## src/rtl/vfd_pwm_pkg.sv

```systemverilog
`default_nettype none
// ============================================================================
//  Module   : vfd_pwm_pkg
//  Purpose  : Shared types and constants for the VFD supply PWM generator.
//  Revision : 1.0 - initial release
// ============================================================================
package vfd_pwm_pkg;

    // Default width of the period counter and period shadow register.
    localparam int CNT_W_DEF = 16;

    // Width of the duty numerator (duty is expressed over 256).
    localparam int DUTY_W = 8;

    // Width needed for the full period * duty product.
    function automatic int prod_w(input int cnt_w);
        return cnt_w + DUTY_W;
    endfunction

    // Controller states.
    typedef enum logic [1:0] {
        OFF  = 2'd0,
        RAMP = 2'd1,
        RUN  = 2'd2
    } vfd_state_t;

endpackage
`default_nettype wire

```

## src/rtl/vfd_pwm_gen.sv

```systemverilog
`default_nettype none
// ============================================================================
//  Module   : vfd_pwm_gen
//  Purpose  : Soft-starting PWM for the VFD filament/grid supply. Period is
//             freq*STEP_US microseconds, steady duty DUTY_NUM/256. Period
//             and duty updates are applied only at period boundaries.
//  Revision : 1.0 - initial release
// ============================================================================
module vfd_pwm_gen
    import vfd_pwm_pkg::*;
#(
    parameter int STEP_US   = 10,
    parameter int CNT_W     = CNT_W_DEF,
    parameter int DUTY_NUM  = 128,
    parameter int RAMP_STEP = 32
) (
    input  logic       clk_sys,
    input  logic       rst,
    input  logic       pluse_us,
    input  logic [7:0] freq,
    output logic       pwm,
    output logic       busy,
    output logic       period_done,
    output logic [7:0] duty_cur
);

    localparam int         c_prod_w    = prod_w(CNT_W);
    localparam logic [7:0] c_duty_num  = 8'(DUTY_NUM);
    localparam logic [7:0] c_ramp_step = 8'(RAMP_STEP);
    // A single ramp step already reaches the target: skip the soft start.
    localparam logic       c_start_run = (RAMP_STEP >= DUTY_NUM);

    vfd_state_t         r_state;
    logic [CNT_W-1:0]   r_cnt;
    logic [CNT_W-1:0]   r_per_sh;
    logic [7:0]         r_duty;
    logic               r_pwm;
    logic               r_busy;
    logic               r_done;

    vfd_state_t         w_state_n;
    logic [CNT_W-1:0]   w_cnt_n;
    logic [CNT_W-1:0]   w_per_n;
    logic [7:0]         w_duty_n;
    logic               w_bnd;
    logic [CNT_W-1:0]   w_per_new;
    logic [8:0]         w_sum9;
    logic [7:0]         w_ramp;
    logic               w_last;
    logic [c_prod_w-1:0] w_prod;
    logic [CNT_W-1:0]   w_high;
    logic               w_pwm_n;

    // Period length requested by the current freq code.
    assign w_per_new = CNT_W'(freq) * CNT_W'(STEP_US);

    // Next ramp duty, saturated at the steady-state numerator.
    assign w_sum9 = {1'b0, r_duty} + {1'b0, c_ramp_step};
    assign w_ramp = (w_sum9 >= {1'b0, c_duty_num}) ? c_duty_num : w_sum9[7:0];

    // Final tick of the current period.
    assign w_last = (r_cnt == (r_per_sh - CNT_W'(1)));

    // Next-state, counter, period shadow and duty decisions for a tick cycle.
    always_comb begin
        w_state_n = r_state;
        w_cnt_n   = r_cnt;
        w_per_n   = r_per_sh;
        w_duty_n  = r_duty;
        w_bnd     = 1'b0;
        if (pluse_us) begin
            case (r_state)
                OFF: begin
                    if (freq != 8'd0) begin
                        w_per_n = w_per_new;
                        w_cnt_n = '0;
                        if (c_start_run) begin
                            w_duty_n  = c_duty_num;
                            w_state_n = RUN;
                        end else begin
                            w_duty_n  = c_ramp_step;
                            w_state_n = RAMP;
                        end
                    end
                end
                default: begin
                    if (w_last) begin
                        w_bnd   = 1'b1;
                        w_cnt_n = '0;
                        if (freq == 8'd0) begin
                            w_state_n = OFF;
                            w_duty_n  = '0;
                        end else begin
                            w_per_n = w_per_new;
                            if (r_state == RAMP) begin
                                w_duty_n = w_ramp;
                                if (w_ramp == c_duty_num) begin
                                    w_state_n = RUN;
                                end
                            end
                        end
                    end else begin
                        w_cnt_n = r_cnt + CNT_W'(1);
                    end
                end
            endcase
        end
    end

    // High time of the period being entered; evaluated on the post-update
    // period and duty so a new period never starts with stale settings.
    assign w_prod  = c_prod_w'(w_per_n) * c_prod_w'(w_duty_n);
    assign w_high  = CNT_W'(w_prod >> DUTY_W);
    assign w_pwm_n = (w_state_n != OFF) && (w_cnt_n < w_high);

    // State, counter and registered outputs; only tick cycles advance them.
    always_ff @(posedge clk_sys or posedge rst) begin
        if (rst) begin
            r_state  <= OFF;
            r_cnt    <= '0;
            r_per_sh <= '0;
            r_duty   <= '0;
            r_pwm    <= 1'b0;
            r_busy   <= 1'b0;
            r_done   <= 1'b0;
        end else begin
            r_done <= w_bnd;
            if (pluse_us) begin
                r_state  <= w_state_n;
                r_cnt    <= w_cnt_n;
                r_per_sh <= w_per_n;
                r_duty   <= w_duty_n;
                r_pwm    <= w_pwm_n;
                r_busy   <= (w_state_n != OFF);
            end
        end
    end

    assign pwm         = r_pwm;
    assign busy        = r_busy;
    assign period_done = r_done;
    assign duty_cur    = r_duty;

endmodule
`default_nettype wire
```

## config.mk

```make
export PLATFORM = sky130hd
export DESIGN_NAME = vfd_pwm_gen
export DESIGN_NICKNAME = d
export VERILOG_FILES = /design/src/rtl/vfd_pwm_pkg.sv /design/src/rtl/vfd_pwm_gen.sv
export SDC_FILE = /design/constraint.sdc
export NUM_CORES = 1
export LEC_CHECK = 0
export BUFFER_PORTS_ARGS = -buffer_cell sky130_fd_sc_hd__buf_2
export CORE_MARGIN = 2
export CORE_UTILIZATION = 65
export CTS_CLUSTER_DIAMETER = 100
export DETAILED_ROUTE_END_ITERATION = 16
export PLACE_DENSITY = 0.86
export SYNTH_ARGS = -nofsm -noshare
export SYNTH_HDL_FRONTEND = slang
export SYNTH_SLANG_ARGS = --single-unit
```

## constraint.sdc

```tcl
create_clock -name clk_sys -period 12.02 [get_ports clk_sys]
set_clock_uncertainty 0.05 [all_clocks]
set_input_delay 1.202 -clock clk_sys [delete_from_list [all_inputs] [get_ports clk_sys]]
set_output_delay 1.202 -clock clk_sys [all_outputs]
set_load 0.01 [all_outputs]
```

==> results by group <==
Timing
  – Unrepaired setup endpoints after global routing: no
  – Final Worst Setup Slack: 1430 ps
  – Final Hold Viols: 0
  – Max-Slew Margin vs Limit: 0.357
  – Worst hold slack: 480 ps
  – FMAX: 94.4 MHz
  – Final setup violation count: 0
  – Slew at the pin closest to its max-slew limit: 963 ps
  – Setup Total Neg Slack: 0 ps
  – Post-route minimum period: 10590 ps
  – Max-slew violations: 0
  – Final worst path period share: 0.881

CTS
  – Postcts setup bufs: 0
  – H-Tree Depth: 2
  – Root Driver: clkbuf_8
  – Clock Path Buffers: 2
  – TritonCTS clock tree: done
  – Post-CTS Resized: 0
  – CTS Hold Buffers Added: 0
  – CTS clock-pin slew for the worst setup and hold paths: 100 ps
  – Clock buffer count from CTS: 5
  – Clock sinks: 45
  – Worst-Skew Late Latency: 320 ps

Min path
  – Hold Path Class: reg -> reg

Placed design
  – Placed cell count: 979
  – Pre-CTS WS: 1560 ps
  – Port Buffer Count: 21
  – HPWL after DPL: 14.1 mm
  – Final GP Congestion: 0.921
  – Placed Area: 0.00730 sq mm

Detailed routing
  – Vias: 6113
  – DRC violations left: 0
  – WL/cell: 17.9 microns
  – Pre-antenna DRT Iters: 5
  – Top Layer Used: met4
  – WL met2: 8.56 mm
  – Routed met3 length: 1.33 mm
  – Initial DRC count: 535
  – Vias/cell: 6.19
  – Wire length on met1: 6.90 mm
  – Routed Antenna Nets: 0
  – Final wirelength: 17.6 mm

Critical path
  – Startpoint types: register
  – Worst Setup End Kind: register
  – CP delay by family, top: simple AND/OR/NAND/NOR gates
  – Worst Path Max Fanout: 21
  – Crit-path slowest cell: or4_1
  – Worst setup path class: reg -> reg
  – CP arrival: 10790 ps
  – CP Data Required Time: 12210 ps
  – Slowest stage delay, CP: 660 ps
  – Crit path buf inv count: 3

Cells and area
  – Cell Count, Final, Fillers Out: 987
  – Multi-input combinational cell area: 0.00539 sq mm
  – Final instance area: 0.00740 sq mm
  – Share of layout cells above drive strength 1: 0.0767
  – Fin util: 0.689
  – Syn-to-layout area delta: 4.29%
  – Sequential cell area: 0.00113 sq mm
  – Fill count: 826
  – Ant. Diodes: 0
  – Final nets: 1012

Power
  – Power Density: 46.9 mW/mm^2
  – Power, Total: 0.347 mW
  – Max IR drop VDD: 0.0000601 V
  – Leakage: 3.85 nW

Yosys
  – Syn nets: 1004
  – Post-synthesis cell type count: 68
  – Mapped Area: 0.00709 sq mm
  – Post-Syn Area per Cell: 8.47 sq um
  – Syn Inst Count: 838
  – Post-synth ARST share: 1.00
  – Seq/Total Area, Yosys: 0.159
  – Post-synth EDFFs: 0
  – Top_reg_cell synth: dfrtp_1
  – Yosys synthesis warning count: 0
  – Yosys reg bits: 45

GRT
  – First-pass GRT wire length: 28.9 mm
  – Largest net degree at the start of global routing: 46
  – All-layer global routing usage: 0.318
  – Vias in the first global route: 5999
  – Initial antenna violation count: 0
  – Total grt overflow: 0

Floorplan
  – Die height: 108 microns
  – Die width: 108 microns
  – I/O pins: 22
  – Initial Util: 0.660
  – Core area: 0.0107 sq mm
  – Die area: 0.0118 sq mm
  – Row count: 38

Run
  – Max-cap violations: 0

Outcome
  – Status: completed
## where the power goes
group | switching, mW | internal, mW | leakage [nW] | total [mW]
Sequential | 0.00887 | 0.158 | 0.611 | 0.167
Clock | 0.0610 | 0.0479 | 0.0518 | 0.109
Combinational | 0.0413 | 0.0301 | 3.19 | 0.0714
Total | 0.111 | 0.236 | 3.85 | 0.347
## cell families (layout without fill, tap and decap cells)
family / count (synthesis) / after routing / synth area share
muxes: 5 / 5 / 0.0130
buffers and inverters: 150 / 159 / 0.0817
and+or+nand+nor: 296 / 296 / 0.198
xor gates and xnor gates: 41 / 41 / 0.0506
adders and majority gates: 155 / 155 / 0.362
DFF: 45 / 45 / 0.159
AOI/OAI and AO/OA: 146 / 146 / 0.136
## state kept, by name, summed over array words and instances (netlist names)
register,count
period_done,1
r_cnt,16
r_per_sh,16
pwm,1
busy,1
duty_cur,8
r_state,2
## path summary, 6_finish.rpt
kind                             start          end  slack [ps]  cells after the start
max                        r_per_sh[0]          pwm        1430                     38
min                               busy         busy         480                      2
max reg2reg                r_per_sh[0]          pwm        1430                     38
min reg2reg                       busy         busy         480                      2
max in group asynchronous          rst  duty_cur[0]       10270                      2
min in group asynchronous          rst     r_cnt[3]        1040                      2
## synthesized netlist by cell type (4+ instances only)
master,count,share of area
fa_1,84,0.24
o21a_1,5,0.0053
inv_1,118,0.062
nor2_1,123,0.065
o21ai_0,56,0.040
nand2_1,70,0.037
xnor2_1,23,0.028
buf_2,7,0.0049
a31oi_1,6,0.0053
a21oi_2,5,0.0062
nor3_1,14,0.0099
clkbuf_1,14,0.0074
ha_1,71,0.13
xor2_1,18,0.022
nand4_1,15,0.013
dfrtp_1,45,0.16
nand3_1,8,0.0056
a21o_1,13,0.014
nand2b_1,11,0.0097
nor4_1,5,0.0044
and3_1,13,0.011
o21bai_1,4,0.0042
a21oi_1,25,0.018
nor2b_1,11,0.0097
or4_1,4,0.0042
inv_2,8,0.0042
## placed cells by master (no fill, tap or decap), types with 3 or more instances in the layout
master    count
mux2i_4       3
or4_1         4
o31ai_1       3
xor2_1       18
nor3_1       14
buf_2        21
and3_1       13
inv_1       117
ha_1         71
nand3_1       8
fa_1         84
xnor2_1      23
nand4b_1      3
a21o_1       13
and2_1        3
o21a_1        5
clkbuf_8      6
a21oi_1      25
nor4_1        5
a21oi_2       5
nor2_1      123
a31oi_1       6
nand4_1      15
nand2b_1     11
nor2b_1      11
o21ai_1       3
o21bai_1      4
nand2_1      70
dfrtp_1      45
o21ai_0      56
inv_2         9
a22oi_1       3
buf_4         4
## tightest hold or removal path: cells and delay by family, from the launching register on
family,cells,cell delay [ps]
AO/OA/AOI/OAI,1,60
buffers and inverters,1,50
flip-flops,1,390
## layer usage
layer  track usage  vias to the layer above
li1              -                     2776
met1         0.395                     2972
met2         0.546                      306
met3        0.0416                       59
met4         0.158                        0
met5             0                        -
## layout make-up
class	count	share of cell area
multi-input combinational	643	0.728
clock inverter	2	0.00237
sequential	45	0.152
tap	140	0.0237
clock buffer	6	0.0112
timing repair buffer	25	0.0183
inverter	126	0.0639
No activity file was read; power rests on OpenSTA's default activity.
